File: config.mk
export PLATFORM = sky130hd
export DESIGN_NAME = thermo_ramp_bargraph
export DESIGN_NICKNAME = d
export VERILOG_FILES = /design/src/rtl/thermo_pkg.sv /design/src/rtl/thermo_level_decode.sv /design/src/rtl/thermo_ramp_bargraph.sv
export SDC_FILE = /design/constraint.sdc
export NUM_CORES = 1
export LEC_CHECK = 0
export CAP_MARGIN = 20
export CORE_MARGIN = 2
export CORE_UTILIZATION = 56
export CTS_CLUSTER_SIZE = 8
export DETAILED_ROUTE_END_ITERATION = 16
export GPL_TIMING_DRIVEN = 0
export HOLD_SLACK_MARGIN = 0.12
export PLACE_DENSITY = 0.79
export SLEW_MARGIN = 30
export SYNTH_ARGS = -nofsm -noshare
export SYNTH_HDL_FRONTEND = slang
export SYNTH_SLANG_ARGS = --single-unit
File: constraint.sdc
create_clock -name Clk_in -period 4.27 [get_ports Clk_in]
set_input_delay 0.427 -clock Clk_in [delete_from_list [all_inputs] [get_ports Clk_in]]
set_output_delay 0.427 -clock Clk_in [all_outputs]
set_load 0.01 [all_outputs]
File: src/rtl/thermo_pkg.sv
// Shared types and helpers for the thermostat bar-graph ramp: state encoding,
// one-hot validation and thermometer encoding sized for the largest supported build.
package thermo_pkg;

    localparam int MAX_LEVELS = 16;
    localparam int IDX_W      = $clog2(MAX_LEVELS);
    localparam int MAX_BAR_W  = 2 * MAX_LEVELS;
    localparam int CNT_W      = $clog2(MAX_BAR_W + 1);

    typedef enum logic [2:0] {IDLE, RAMP_UP, RAMP_DN, HOLD, FAULT} state_t;

    typedef struct packed {
        logic             valid;
        logic [IDX_W-1:0] idx;
    } level_t;

    // Zero or one bit set is valid; idx is the highest set bit (meaningful when valid).
    function automatic level_t onehot_valid(input logic [MAX_LEVELS-1:0] vec);
        level_t res;
        int     ones;
        res  = '0;
        ones = 0;
        for (int i = 0; i < MAX_LEVELS; i++) begin
            if (vec[i]) begin
                ones++;
                res.idx = IDX_W'(i);
            end
        end
        res.valid = (ones <= 1);
        return res;
    endfunction

    function automatic logic [MAX_BAR_W-1:0] therm_code(input logic [CNT_W-1:0] count,
                                                        input int bar_w);
        logic [MAX_BAR_W-1:0] code;
        code = '0;
        for (int i = 0; i < MAX_BAR_W; i++) begin
            code[i] = (i < int'(count)) && (i < bar_w);
        end
        return code;
    endfunction

endpackage

File: src/rtl/thermo_level_decode.sv
// Combinational decode of the one-hot demand code into a validity flag and a
// bar-count target; turbo adds one bar to any non-OFF level.
module thermo_level_decode
    import thermo_pkg::*;
#(
    parameter int LEVELS = 4,
    parameter int CW     = 4
) (
    input  logic [LEVELS-1:0] thermo,
    input  logic              turbo,
    output logic              valid,
    output logic [CW-1:0]     target
);

    level_t lv;

    // NOTE: every always_comb output gets a default first so no path can infer a latch.
    always_comb begin
        lv     = onehot_valid(MAX_LEVELS'(thermo));
        valid  = lv.valid;
        target = '0;
        if (thermo != '0) begin
            target = CW'(2 * int'(lv.idx) + 1 + int'(turbo));
        end
    end

endmodule

File: src/rtl/thermo_ramp_bargraph.sv
// Soft-ramping thermometer bar graph with time-limited turbo and a glitch-filtered
// fault mode; all sequential state lives here, decode is in thermo_level_decode.
module thermo_ramp_bargraph
    import thermo_pkg::*;
#(
    parameter int LEVELS    = 4,
    parameter int BAR_W     = 2 * LEVELS,
    parameter int RAMP_DIV  = 4,
    parameter int TURBO_MAX = 64,
    parameter int ERR_CYC   = 3
) (
    input  logic              Clk_in,
    input  logic              Rst_in,
    input  logic [LEVELS-1:0] Thermo_in,
    input  logic              Turbo_in,
    output logic [BAR_W-1:0]  BGraph_out,
    output logic              Err_out,
    output logic              TurboAct_out,
    output logic              Busy_out
);

    localparam int CW    = $clog2(BAR_W + 1);
    localparam int DIV_W = (RAMP_DIV > 1) ? $clog2(RAMP_DIV) : 1;
    localparam int TRB_W = (TURBO_MAX > 0) ? $clog2(TURBO_MAX + 1) : 1;
    localparam int ERR_W = (ERR_CYC > 1) ? $clog2(ERR_CYC) : 1;

    state_t             state, state_next;
    logic [CW-1:0]      count, count_next, target, target_next, dec_target;
    logic [DIV_W-1:0]   div_cnt, div_next;
    logic [TRB_W-1:0]   turbo_cnt, turbo_cnt_next;
    logic [ERR_W-1:0]   err_cnt, err_cnt_next;
    logic               armed, armed_next, turbo_next, code_valid, in_fault, fault_next;

    thermo_level_decode #(.LEVELS(LEVELS), .CW(CW)) u_decode (
        .thermo (Thermo_in),
        .turbo  (TurboAct_out),
        .valid  (code_valid),
        .target (dec_target)
    );

    assign in_fault = (state == FAULT);

    always_comb begin
        fault_next     = in_fault;
        err_cnt_next   = '0;
        target_next    = target;
        count_next     = count;
        div_next       = '0;
        armed_next     = armed;
        turbo_next     = 1'b0;
        turbo_cnt_next = turbo_cnt;
        state_next     = state;

        // One filter counter serves both directions: it counts cycles that argue for leaving the current mode.
        if (in_fault == code_valid) begin
            if (err_cnt == ERR_W'(ERR_CYC - 1)) begin
                fault_next = !in_fault;
            end else begin
                err_cnt_next = err_cnt + ERR_W'(1);
            end
        end

        if (in_fault) begin
            target_next = '0;
        end else if (code_valid) begin
            target_next = dec_target;
        end

        if (count != target) begin
            if (div_cnt == DIV_W'(RAMP_DIV - 1)) begin
                count_next = (count < target) ? count + CW'(1) : count - CW'(1);
            end else begin
                div_next = div_cnt + DIV_W'(1);
            end
        end

        if (!Turbo_in) begin
            armed_next     = 1'b1;
            turbo_cnt_next = '0;
        end else if (in_fault || !armed) begin
            turbo_next = 1'b0;
        end else if (TURBO_MAX == 0) begin
            turbo_next = 1'b1;
        end else if (TurboAct_out && turbo_cnt == TRB_W'(TURBO_MAX - 1)) begin
            armed_next     = 1'b0;
            turbo_cnt_next = turbo_cnt + TRB_W'(1);
        end else begin
            turbo_next = 1'b1;
            if (TurboAct_out) begin
                turbo_cnt_next = turbo_cnt + TRB_W'(1);
            end
        end

        if (fault_next) begin
            state_next = FAULT;
        end else if (count_next == '0 && target_next == '0) begin
            state_next = IDLE;
        end else if (count_next < target_next) begin
            state_next = RAMP_UP;
        end else if (count_next > target_next) begin
            state_next = RAMP_DN;
        end else begin
            state_next = HOLD;
        end
    end

    // NOTE: sequential state uses non-blocking assignments so all registers update together.
    always_ff @(posedge Clk_in or posedge Rst_in) begin
        if (Rst_in) begin
            state        <= IDLE;
            count        <= '0;
            target       <= '0;
            div_cnt      <= '0;
            turbo_cnt    <= '0;
            err_cnt      <= '0;
            armed        <= 1'b1;
            TurboAct_out <= 1'b0;
            BGraph_out   <= '0;
            Busy_out     <= 1'b0;
            Err_out      <= 1'b0;
        end else begin
            state        <= state_next;
            count        <= count_next;
            target       <= target_next;
            div_cnt      <= div_next;
            turbo_cnt    <= turbo_cnt_next;
            err_cnt      <= err_cnt_next;
            armed        <= armed_next;
            TurboAct_out <= turbo_next;
            BGraph_out   <= BAR_W'(therm_code(CNT_W'(count_next), BAR_W));
            Busy_out     <= (count_next != target_next);
            Err_out      <= fault_next;
        end
    end

endmodule

Word-level counts from Yosys, hierarchy flattened
Cells that the tools add are included.
- add/subtract/negate cells: 10
- multiplexer cells: 33
- reductions and logical operators: 10
- eq/ne operators: 10
- magnitude comparators: 12
- operators by type and width (operator ; count):
    32-bit 2-to-1 mux ; 3
    32-bit by 2-bit adder with 32-bit output, second input constant ; 2
    32-bit by 2-bit <= comparator with 1-bit output, second input constant ; 1
    7-bit 2-to-1 mux ; 4
    4-bit 2-to-1 mux ; 6
    3-bit by 4-bit < comparator with 1-bit output, first input constant ; 4
    2-bit 2-to-1 mux ; 8
    1-bit 2-to-1 mux ; 11
    4-bit zero test ; 2
    1-bit by 4-bit < comparator with 1-bit output, first input constant ; 2
    2-bit by 4-bit < comparator with 1-bit output, first input constant ; 2
    4-bit < comparator ; 2
    4-bit inequality test ; 2
    7-bit by 1-bit adder with 7-bit output, second input constant ; 1
    7-bit by 6-bit == test with 1-bit output, second input constant ; 1
    2-bit by 1-bit adder with 2-bit output, second input constant ; 2
    3-bit by 1-bit adder with 4-bit output, second input constant ; 1
    4-bit by 1-bit adder with 4-bit output, second input constant ; 1
    4-bit by 2-bit adder with 4-bit output ; 1
    2-bit == test, second input constant ; 2
    4-bit > comparator ; 1
    2-bit AND reduction ; 2
    4-bit nonzero test ; 1
    4-bit by 1-bit subtractor with 4-bit output, second input constant ; 1
    10 further kinds ; 12
- bits of input ports: 7
- flip-flop bits (word level): 34
- logic and storage cells: 86
- output and inout bits: 11

Depth between registers and ports, before layout
Gate-level depths: netlist of run 1.
- depth in word-level cells: 15
- gate-level depth with buffers: 17
- mapped depth without buffers: 17

Hierarchy
Synthesis of run 1 repeated with hierarchy kept, for this count alone.
- cell total of the unflattened synthesis: 171
- area, all modules: 1818.0 um^2
- modules (own cells, without submodules) (module ; instances ; cells an instance ; area each (um^2) ; seq. area each (um^2)):
    thermo_ramp_bargraph ; 1 ; 150 ; 1657.8 ; 802.0
    thermo_level_decode ; 1 ; 21 ; 160.2 ; 0.0

Worst setup path before layout of run 1
Ideal clock, no wire load.
- kind: flip-flop to flip-flop
- from: reg count[1]
- to: reg state[0]
- period minus slack after synthesis: 3191 ps
- stages on the path, launching flop included: 16
- required time: 4192 ps
- arrival time: 3113 ps
- buffers on the path: 0
- setup time: 78 ps
- setup slack: 1079 ps
- cells stage by stage: dfrtp_1 -> ha_1 -> nor2b_1 -> o211ai_1 -> nand2_1 -> ha_1 -> a21oi_1 -> nand2_1 -> and4_1 -> o21bai_1 -> nor2b_1 -> inv_1 -> ha_1 -> a21o_1 -> a21boi_0 -> a21boi_1
- word-level cells in the longest chain between the ends: 9
- elaborated cells on any way between the ends: 15
- those cells by class: 2 x add/sub; 3 x order compare; 1 x eq/ne; 7 x mux; 2 x reduce/logical
- RTL lines (element ; RTL line ; RTL):
    start, declared ; thermo_ramp_bargraph.sv:28 ; logic [CW-1:0] count, count_next, target, target_next, dec_target;
    start signal, assigned ; thermo_ramp_bargraph.sv:123 ; count <= count_next;
    4-bit by 1-bit subtractor with 4-bit output, or another cell as far along ; thermo_ramp_bargraph.sv:71 ; count_next = (count < target) ? count + CW'(1) : count - CW'(1);
    4-bit 2-to-1 mux ; thermo_ramp_bargraph.sv:71 ;
    4-bit 2-to-1 mux ; thermo_ramp_bargraph.sv:70 ; if (div_cnt == DIV_W'(RAMP_DIV - 1)) begin
    4-bit 2-to-1 mux (*) ; thermo_ramp_bargraph.sv:69 ; if (count != target) begin
    via count_next[3] ; thermo_ramp_bargraph.sv:28 ;
    4-bit > comparator ; thermo_ramp_bargraph.sv:100 ; end else if (count_next > target_next) begin
    1-bit 2-to-1 mux ; thermo_ramp_bargraph.sv:100 ;
    2-bit 2-to-1 mux ; thermo_ramp_bargraph.sv:98 ; end else if (count_next < target_next) begin
    2-bit 2-to-1 mux (*) ; thermo_ramp_bargraph.sv:96 ; end else if (count_next == '0 && target_next == '0) begin
    3-bit 2-to-1 mux (*) ; thermo_ramp_bargraph.sv:94 ; if (fault_next) begin
    via state_next[0] ; thermo_ramp_bargraph.sv:27 ; state_t state, state_next;
    end signal, assigned ; thermo_ramp_bargraph.sv:122 ; state <= state_next;
    end, declared ; thermo_ramp_bargraph.sv:27 ;
The timed path passes the listed nets; every way through them passes the cells marked *.
A chain may end at the register's enable or synchronous reset.

Worst setup path after layout of run 1
Same ends and word-level chain as after synthesis.

==> results of run 1 <==
## power by group
part           switching [W]  internal, W  leakage [nW]
registers          0.0000564     0.000416         0.385
logic               0.000447     0.000364         0.568
clock network      0.0000969    0.0000605        0.0281
## cell families after synthesis
group                      Yosys count  synth area share, %
and+or+nand+nor                     60                 18.4
AOI/OAI and AO/OA                   29                 11.5
muxes                                7                 3.85
buffers and inverters               23                 5.44
DFF                                 32                 44.1
xor gates and xnor gates             8                 3.85
adders and majority gates           18                 12.8
## cells in the final DEF (no fill, tap or decap), types with 2 or more instances in the layout
| cell type | instances |
|---|---|
| a21boi_0 | 2 |
| a21boi_1 | 2 |
| a21o_1 | 2 |
| a21oi_1 | 7 |
| and2_1 | 6 |
| clkbuf_4 | 5 |
| clkdlybuf4s50_1 | 15 |
| dfrtp_1 | 31 |
| ha_1 | 17 |
| inv_1 | 19 |
| mux2i_1 | 7 |
| nand2_1 | 13 |
| nand2b_1 | 2 |
| nand3_1 | 7 |
| nand4_1 | 4 |
| nor2_1 | 8 |
| nor2b_1 | 5 |
| nor3_1 | 2 |
| nor3b_1 | 4 |
| o211ai_1 | 2 |
| o21ai_0 | 8 |
| or3_1 | 2 |
| xnor2_1 | 7 |
## per-layer routing
metal | vias up | GRT usage [%] | part of all wire (%)
met5 | - | 0 | 0
met2 | 24 | 36.6 | 53
met3 | 6 | 7.68 | 4.1
li1 | 651 | - | -
met1 | 642 | 22.5 | 41
met4 | 0 | 8.39 | 1.6
## metrics by stage
step	hold slack, ns	utilization [%]	power, W	std cells
2_1_floorplan	0.414	-	0.00106	177
3_3_place_gp	0.424	65.7	0.00123	236
3_5_place_dp	0.435	65.7	0.00129	236
4_1_cts	0.447	67.2	0.00145	243
5_1_grt	0.467	67.2	0.00159	243
6_report	0.442	67.2	0.00144	243
## path summary, 6_finish.rpt
path | start | end | slack [ns] | depth (start not counted)
hold / removal | div_cnt[0]$_DFF_PP0_ | div_cnt[0]$_DFF_PP0_ | 0.44 | 1
min in group asynchronous | Rst_in | target[0]$_DFF_PP0_ | 0.49 | 2
setup / recovery | count[1]$_DFF_PP0_ | state[0]$_DFF_PP0_ | 0.55 | 15
max in group asynchronous | Rst_in | div_cnt[1]$_DFF_PP0_ | 3.36 | 2
hold reg to reg | div_cnt[0]$_DFF_PP0_ | div_cnt[0]$_DFF_PP0_ | 0.44 | 1
setup reg to reg | count[1]$_DFF_PP0_ | state[0]$_DFF_PP0_ | 0.55 | 15
## registers in the layout (all words and copies together), names as in the netlist, 2 cells and up
register,cells
BGraph_out,8
count,3
div_cnt,2
err_cnt,2
state,2
target,4
turbo_cnt,7
## critical path: stages, from the launching register on
cell	delay, ns
dfrtp_1	0.43
ha_1	0.32
nor2b_1	0.13
o211ai_1	0.26
nand2_1	0.16
ha_1	0.35
a21oi_1	0.18
nand2_1	0.09
and4_1	0.22
o21bai_1	0.15
nor2b_1	0.39
inv_1	0.14
ha_1	0.31
a21o_1	0.17
a21boi_0	0.15
a21boi_1	0.21
## area by class of cell
class	count	area, um2
inverter	20	75.1
multi-input combinational	122	917
buffer	3	23.8
clock buffer	6	41.3
sequential	32	802
clock inverter	1	5.00
tap	44	55.1
timing repair buffer	15	150
fill	257	1010
==> flow_summary.json, run 1 <==
{
  "fmax_mhz": 269,
  "rows": 20,
  "vias": 1323,
  "seq_area_frac_synth_pct": 44.1,
  "finish.instance_area_um2": 2070,
  "port_buffers": 15,
  "ioPinCount": 18,
  "grt_pass1_vias": 1231,
  "critPathKind": "reg -> reg",
  "async_reset_ff_share_pct": 100,
  "post-dp-hpwl_mm": 2.55,
  "wl_mm": 3.22,
  "wl_per_cell_um": 13.3,
  "drive_gt1_share_pct": 7.04,
  "worst_slew_pin_slew_ns": 0.712,
  "grt_pass1_wl_mm": 5.37,
  "grt.total_usage_pct": 20.8,
  "ys_warn_count": 0,
  "ys_ff_latch": 32,
  "synth_edf_count": 0,
  "numCtsBuffers": 5,
  "dr.pass1.iters": 4,
  "setup_ws_ns": 0.553,
  "maxSlewViolCount": 0,
  "clk_pin_slew_ns": 0.09,
  "cts_buffer_depth": 2,
  "via_per_inst": 5.44,
  "vdd_drop_max_mv": 0.297,
  "post-route-drc-count": 0,
  "synthTopCellsByArea": "dfrtp_1 43%, ha_1 12%, inv_1 4.1%",
  "cts_root_buf": "clkbuf_4",
  "p_per_area_nw_per_um2": 696,
  "fin_tns_setup_ns": 0,
  "antenna_left": 0,
  "crit_path_end_kind": "register",
  "dp_slack_ns": 0.544,
  "core-area_um2": 3080,
  "nets": 224,
  "rsz0062_at_grt": "false",
  "cp_max_fo": 7,
  "clock_latency_ns": 0.34,
  "hold_viol_final": 0,
  "crit_path_start_kind": "register",
  "avgSynthCellArea_um2": 10.3,
  "setup_viol": 0,
  "cts_setup_buffers": 0,
  "finalCritPeriodShare_pct": 87.0,
  "syn_to_final_growth_pct": 13.8,
  "syn_nets": 202,
  "antenna_found_initial": 0,
  "min_path_type": "reg -> reg",
  "worstPathRequired_ns": 4.53,
  "synth.top_cell.area_share_pct": 42.7,
  "arrival_ns": 3.98,
  "synth_top_flop_cell": "dfrtp_1",
  "place.gp.congestion": 0.768,
  "cts_tree": "done",
  "grt_max_degree": 33,
  "start_util_pct": 59.1,
  "synth_area_um2": 1820,
  "die_w_um": 61.0,
  "antenna_cells": 0,
  "ys_types": 40,
  "leakage_nw": 0.981,
  "h-tree-depth": 2,
  "synthCells": 177,
  "synth_common_cells": "31 x dfrtp_1, 20 x inv_1, 17 x ha_1",
  "drt_iter0_drc": 29,
  "synth_largest_area_cell": "dfrtp_1",
  "finalCriticalPeriod_ns": 3.72,
  "clock_skew_ns": 0.00900,
  "die_y_um": 61.0,
  "slew_headroom_pct": 52.4,
  "status": "finished clean",
  "die_area_um2": 3720,
  "overflow": 0,
  "postPlaceCellArea_um2": 2020,
  "cts_resized": 0,
  "cts_hold_buf": 0,
  "cts_sinks": 32,
  "maxCapViolCount": 0,
  "synth.most_common_cell": "dfrtp_1"
}
(Power assumes the default switching activity.)
==> run 2: changes to the inputs <==
--- a/config.mk
+++ b/config.mk
@@ -5,6 +5,7 @@
 export SDC_FILE = /design/constraint.sdc
 export NUM_CORES = 1
 export LEC_CHECK = 0
+export ABC_AREA = 1
 export CAP_MARGIN = 20
 export CORE_MARGIN = 2
 export CORE_UTILIZATION = 56
@@ -12,7 +13,7 @@
 export DETAILED_ROUTE_END_ITERATION = 16
 export GPL_TIMING_DRIVEN = 0
 export HOLD_SLACK_MARGIN = 0.12
-export PLACE_DENSITY = 0.79
+export PLACE_DENSITY = 0.78
 export SLEW_MARGIN = 30
 export SYNTH_ARGS = -nofsm -noshare
 export SYNTH_HDL_FRONTEND = slang
==> run 2 against run 1 <==
Clock power grew 18%; power is 0.60% higher; utilization fell by 1.1 points; worst setup slack better by 0.62 ns; clock skew down 0.0037 ns; die area rose by 3.1%; global-route usage decreased by 1.4 points; largest cell class unchanged.
==> flow_summary.json, run 2 <==
{
  "whs_endpoint": "err_cnt[0]$_DFF_PP0_",
  "hold_viol_final": 0,
  "h-tree-depth": 2,
  "numCtsBuffers": 5,
  "cp_max_fo": 5,
  "hold_depth": 1,
  "crit_path_end_kind": "register",
  "r2r-start": "BGraph_out[7]$_DFF_PP0_",
  "nets": 273,
  "cts_sinks": 32,
  "p_per_area_nw_per_um2": 668,
  "vias": 1443,
  "p_comb_share_pct": 56.1,
  "seq_area_frac_synth_pct": 42.7,
  "crit_family": "adder cells",
  "cts_tree": "done",
  "rrSetupSlack_ns": 1.17,
  "ff2ff_path_depth": 18,
  "synth_edf_count": 0,
  "fmax_mhz": 323,
  "post-route-drc-count": 0,
  "drt_iter0_drc": 91,
  "fin_tns_setup_ns": 0,
  "synth_common_cells": "49 x nand2_1, 44 x inv_1, 31 x dfrtp_1",
  "worstPathRequired_ns": 4.52,
  "die_w_um": 61.9,
  "regMostFlops": "BGraph_out",
  "cts_root_buf": "clkbuf_4",
  "slew_headroom_pct": 58.1,
  "rsz0062_at_grt": "false",
  "clock_latency_ns": 0.32,
  "antenna_cells": 0,
  "via_per_inst": 4.91,
  "synthTopCellsByArea": "dfrtp_1 41%, ha_1 11%, nand2_1 9.8%",
  "clock_skew_ns": 0.00526,
  "vdd_drop_max_mv": 0.398,
  "syn_to_final_growth_pct": 15.6,
  "synth_largest_area_cell": "dfrtp_1",
  "crit_path_start_kind": "register",
  "avgSynthCellArea_um2": 8.38,
  "wl_per_cell_um": 10.4,
  "drive_gt1_share_pct": 10.1,
  "port_buffers": 17,
  "syn_nets": 249,
  "critical_path.cell_chain": "ha_1 -> nand2_1 -> inv_1 -> nand2_1 -> nand2_1 -> inv_1 -> fa_1 -> inv_1 -> a21oi_1 -> inv_1 -> ha_1 -> inv_1 -> nor2_1 -> o211ai_1 -> nand2_1 -> nand2_1 -> nand2_1 -> a21oi_1",
  "p_seq_share_pct": 31.1,
  "antenna_found_initial": 0,
  "core-area_um2": 3280,
  "largest_reg_flops": 8,
  "grt_pass1_vias": 1305,
  "nFillCells": 284,
  "top_regs": "BGraph_out (8), turbo_cnt (7), target (4)",
  "crit_cells": 18,
  "grt_max_degree": 33,
  "synth.most_common_cell": "nand2_1",
  "layout_commonest_cell": "nand2_1",
  "switchingPower_w": 0.000623,
  "wl_mm": 3.07,
  "die_y_um": 61.9,
  "cp_common_cell": "nand2_1",
  "ys_warn_count": 0,
  "overflow": 0,
  "maxSlewViolCount": 0,
  "antenna_left": 0,
  "grt.busiest_layer": "met2",
  "cts_hold_buf": 0,
  "die_area_um2": 3830,
  "ys_types": 31,
  "synth_area_um2": 1880,
  "clk_pin_slew_ns": 0.09,
  "grt.total_usage_pct": 19.3,
  "switching_share_pct": 43.0,
  "rows": 21,
  "grtUsageMet3_pct": 5.80,
  "synth_top_flop_cell": "dfrtp_1",
  "leakage_nw": 1.13,
  "clock_power_share_pct": 12.8,
  "dp_slack_ns": 1.18,
  "min_from": "err_cnt[0]$_DFF_PP0_",
  "finalCritPeriodShare_pct": 72.5,
  "cts_resized": 0,
  "slowest_stage": "fa_1",
  "max_stage_delay_ns": 0.48,
  "reg2reg_to": "state[0]$_DFF_PP0_",
  "power_w": 0.00145,
  "met1_usage_pct": 25.2,
  "cts_setup_buffers": 0,
  "setup_viol": 0,
  "setup_ws_ns": 1.17,
  "finish.instance_area_um2": 2170,
  "internal-power_w": 0.000827,
  "place.gp.congestion": 0.786,
  "cts_buffer_depth": 2,
  "ys_ff_latch": 32,
  "dr.pass1.iters": 4,
  "post-dp-hpwl_mm": 2.42,
  "mostFrequentLayoutCells": "49 x nand2_1, 43 x inv_1, 31 x dfrtp_1",
  "min_path_type": "reg -> reg",
  "status": "finished clean",
  "met2_usage_pct": 30.8,
  "ioPinCount": 18,
  "critPathKind": "reg -> reg",
  "path_buf_inv": 5,
  "start_util_pct": 57.2,
  "arrival_ns": 3.35,
  "async_reset_ff_share_pct": 100,
  "synthCells": 224,
  "maxCapViolCount": 0,
  "postPlaceCellArea_um2": 2110,
  "synth.top_cell.area_share_pct": 41.3,
  "grt_pass1_wl_mm": 5.38,
  "finalCriticalPeriod_ns": 3.10,
  "worst_slew_pin_slew_ns": 0.627
}
[run 2: changes by cell type after synthesis, sizes merged, moves of 3 or more]
| cell | before | now |
|---|---|---|
| a21boi | 4 | 0 |
| nor3 | 2 | 6 |
| nor2b | 5 | 0 |
| nor3b | 4 | 1 |
| nand2 | 13 | 55 |
| inv | 20 | 44 |
| mux2i | 7 | 0 |
| and2 | 6 | 0 |
| nor2 | 8 | 16 |
| xnor2 | 7 | 1 |
| nand3 | 7 | 17 |
[run 2: layer usage]
layer  routed length, um  vias to the layer above
met5                   0                        -
met4                  48                        0
met3                 111                        4
met2                1420                       19
met1                1490                      663
li1                    -                      757
[run 2: layout make-up]
| cell class | count | area (um2) | area share [%] |
|---|---|---|---|
| flip-flops and latches | 32 | 802 | 36.9 |
| well taps | 46 | 57.6 | 2.65 |
| plain buffers | 2 | 18.8 | 0.865 |
| inverters | 44 | 165 | 7.61 |
| repair buffers | 17 | 170 | 7.84 |
| multi-input cells | 146 | 892 | 41.1 |
| clock buffers | 7 | 65.1 | 3.00 |
[run 2: worst max-delay path by stage]
stage	from	endpoint	slack, ns
6_report	BGraph_out[7]$_DFF_PP0_	state[0]$_DFF_PP0_	1.17
5_1_grt	BGraph_out[7]$_DFF_PP0_	state[0]$_DFF_PP0_	0.90
4_1_cts	BGraph_out[7]$_DFF_PP0_	state[0]$_DFF_PP0_	1.14
3_5_place_dp	BGraph_out[7]$_DFF_PP0_	state[0]$_DFF_PP0_	1.18
3_3_place_gp	BGraph_out[7]$_DFF_PP0_	state[0]$_DFF_PP0_	1.27
2_1_floorplan	BGraph_out[7]$_DFF_PP0_	state[0]$_DFF_PP0_	1.56
[run 2: through the flow]
| stage | hold slack (ns) | utilization (%) | cells |
|---|---|---|---|
| floorplan | 0.408 | - | 224 |
| global placement | 0.416 | 64.1 | 287 |
| detailed placement | 0.421 | 64.1 | 287 |
| CTS | 0.434 | 66.1 | 294 |
| global route | 0.454 | 66.1 | 294 |
| finish | 0.431 | 66.1 | 294 |
[run 2: cell families (layout without fill, tap and decap cells)]
| group | Yosys count | after routing | share of synthesized area (%) |
|---|---|---|---|
| xor+xnor | 4 | 4 | 1.87 |
| buf+inv | 46 | 70 | 9.79 |
| compound gates | 25 | 25 | 7.86 |
| fa+ha+maj | 18 | 18 | 12.4 |
| simple gates | 99 | 99 | 25.4 |
| flops | 32 | 32 | 42.7 |
[run 2: worst register-to-register path, cell delays in order, from the launching register on]
cell	delay (ns)
dfrtp_1	0.42
ha_1	0.32
nand2_1	0.08
inv_1	0.06
nand2_1	0.06
nand2_1	0.13
inv_1	0.07
fa_1	0.48
inv_1	0.04
a21oi_1	0.32
inv_1	0.15
ha_1	0.31
inv_1	0.06
nor2_1	0.03
o211ai_1	0.15
nand2_1	0.11
nand2_1	0.07
nand2_1	0.05
a21oi_1	0.11
[run 2: power by group through the flow]
stage / clock network (W) / logic (W) / registers [W]
global route: 0.000206 / 0.000951 / 0.000463
CTS: 0.000193 / 0.000823 / 0.000452
global placement: 0 / 0.000780 / 0.000457
detailed placement: 0 / 0.000815 / 0.000458
finish: 0.000186 / 0.000813 / 0.000450
floorplan: 0 / 0.000586 / 0.000466
==> run 3: changes to the inputs <==
==> constraint.sdc (replaced) <==
create_clock -name Clk_in -period 3.2 [get_ports Clk_in]
set_input_delay 0.32 -clock Clk_in [delete_from_list [all_inputs] [get_ports Clk_in]]
set_output_delay 0.32 -clock Clk_in [all_outputs]
set_load 0.01 [all_outputs]
==> run 3 against run 2 <==
Global-route usage stayed put; worst hold slack worse by 0.038 ns; die area stayed put; via count is 0.28% higher; sequential power is 34% higher; clock power is 34% higher; critical endpoint unchanged.
==> flow_summary.json, run 3 (synthesized netlist as in run 2, its figures left out) <==
{
  "setup_viol": 0,
  "leakage_nw": 1.13,
  "cp_max_fo": 5,
  "grtUsageMet3_pct": 5.80,
  "finalCriticalPeriod_ns": 2.93,
  "met2_usage_pct": 30.8,
  "layout_commonest_cell": "nand2_1",
  "antenna_found_initial": 0,
  "mostFrequentLayoutCells": "48 x nand2_1, 43 x inv_1, 31 x dfrtp_1",
  "vdd_drop_max_mv": 0.534,
  "critical_path.cell_chain": "ha_1 -> nand2_1 -> inv_1 -> nand2_1 -> nand2_2 -> inv_1 -> fa_1 -> inv_1 -> a21oi_4 -> inv_1 -> ha_1 -> inv_1 -> nor2_1 -> o211ai_1 -> nand2_1 -> nand2_1 -> nand2_1 -> a21oi_1",
  "worstPathRequired_ns": 3.46,
  "antenna_left": 0,
  "p_per_area_nw_per_um2": 915,
  "grt.busiest_layer": "met2",
  "cts_root_buf": "clkbuf_4",
  "drive_gt1_share_pct": 11.7,
  "start_util_pct": 57.2,
  "arrival_ns": 3.19,
  "top_regs": "BGraph_out (8), turbo_cnt (7), target (4)",
  "grt_max_degree": 33,
  "cts_sinks": 32,
  "crit_path_start_kind": "register",
  "cts_resized": 0,
  "status": "finished clean",
  "worst_slew_pin_slew_ns": 0.631,
  "min_path_type": "in -> async",
  "post-dp-hpwl_mm": 2.42,
  "port_buffers": 17,
  "rows": 21,
  "cts_tree": "done",
  "fmax_mhz": 341,
  "numCtsBuffers": 5,
  "die_w_um": 61.9,
  "via_per_inst": 4.92,
  "vias": 1447,
  "hold_viol_final": 0,
  "core-area_um2": 3280,
  "clk_pin_slew_ns": 0.09,
  "clock_skew_ns": 0.00535,
  "dr.pass1.iters": 4,
  "crit_family": "adder cells",
  "finalCritPeriodShare_pct": 91.6,
  "h-tree-depth": 2,
  "regMostFlops": "BGraph_out",
  "maxCapViolCount": 0,
  "grt_pass1_vias": 1305,
  "cts_buffer_depth": 2,
  "path_buf_inv": 5,
  "place.gp.congestion": 0.786,
  "crit_path_end_kind": "register",
  "max_stage_delay_ns": 0.48,
  "wl_mm": 3.13,
  "cts_hold_buf": 0,
  "grt.total_usage_pct": 19.3,
  "postLayoutCoreUtil_pct": 67.0,
  "ioPinCount": 18,
  "post-route-drc-count": 0,
  "nFillCells": 276,
  "slowest_stage": "fa_1",
  "cts_setup_buffers": 0,
  "overflow": 0,
  "antenna_cells": 0,
  "grt_pass1_wl_mm": 5.38,
  "clock_latency_ns": 0.32,
  "syn_to_final_growth_pct": 17.2,
  "fin_tns_setup_ns": 0,
  "slew_headroom_pct": 57.9,
  "maxSlewViolCount": 0,
  "die_area_um2": 3830,
  "met1_usage_pct": 25.2,
  "critPathKind": "reg -> reg",
  "drt_iter0_drc": 87,
  "largest_reg_flops": 8,
  "nets": 273,
  "die_y_um": 61.9,
  "wl_per_cell_um": 10.7,
  "rsz0062_at_grt": "false"
}
==> run 3: area by class of cell <==
class	count	area (um2)	area share, %
multi-input combinational	146	922	41.9
sequential	32	802	36.4
tap	46	57.6	2.62
clock buffer	7	65.1	2.96
buffer	2	18.8	0.853
inverter	44	165	7.50
timing repair buffer	17	170	7.73
==> run 3: power breakdown <==
part / internal [W] / total, W / switching (W)
sequential: 0.000544 / 0.000605 / 0.0000615
clock: 0.000124 / 0.000249 / 0.000124
combinational: 0.000473 / 0.00116 / 0.000688
==> run 3: through the flow <==
| step | hold WS (ns) | instances | total power [W] | setup slack (ns) | cell area [um2] |
|---|---|---|---|---|---|
| 2_1_floorplan | 0.363 | 224 | 0.00140 | 0.494 | 1880 |
| 3_3_place_gp | 0.416 | 287 | 0.00165 | 0.200 | 2110 |
| 3_5_place_dp | 0.421 | 287 | 0.00170 | 0.106 | 2110 |
| 4_1_cts | 0.409 | 294 | 0.00196 | 0.0724 | 2170 |
| 5_1_grt | 0.454 | 294 | 0.00225 | 0.0293 | 2200 |
| 6_report | 0.392 | 294 | 0.00201 | 0.269 | 2200 |
==> run 3: worst reg2reg max path: stages, from the launching register on <==
cell and delay [ns]:
dfrtp_1 0.42, ha_1 0.34, nand2_1 0.09, inv_1 0.06, nand2_1 0.07, nand2_2 0.12
inv_1 0.07, fa_1 0.48, inv_1 0.06, a21oi_4 0.18, inv_1 0.11, ha_1 0.30
inv_1 0.06, nor2_1 0.03, o211ai_1 0.15, nand2_1 0.11, nand2_1 0.07, nand2_1 0.05
a21oi_1 0.11
==> run 3: final timing paths <==
kind / from / end / slack (ns) / cells after the start
max in group asynchronous: Rst_in / turbo_cnt[1]$_DFFE_PP0P_ / 2.40 / 2
min: Rst_in / BGraph_out[0]$_DFF_PP0_ / 0.39 / 2
max: BGraph_out[7]$_DFF_PP0_ / state[0]$_DFF_PP0_ / 0.27 / 18
min reg2reg: err_cnt[0]$_DFF_PP0_ / err_cnt[0]$_DFF_PP0_ / 0.43 / 1
max reg2reg: BGraph_out[7]$_DFF_PP0_ / state[0]$_DFF_PP0_ / 0.27 / 18
min in group Clk_in: err_cnt[0]$_DFF_PP0_ / err_cnt[0]$_DFF_PP0_ / 0.43 / 1
==> run 3: routing by layer <==
layer	wire, um	vias to the layer above	share of wire, %
met5	0	-	0
met4	57	0	1.8
met3	92	5	2.9
met2	1470	15	47
met1	1510	669	48
li1	-	758	-
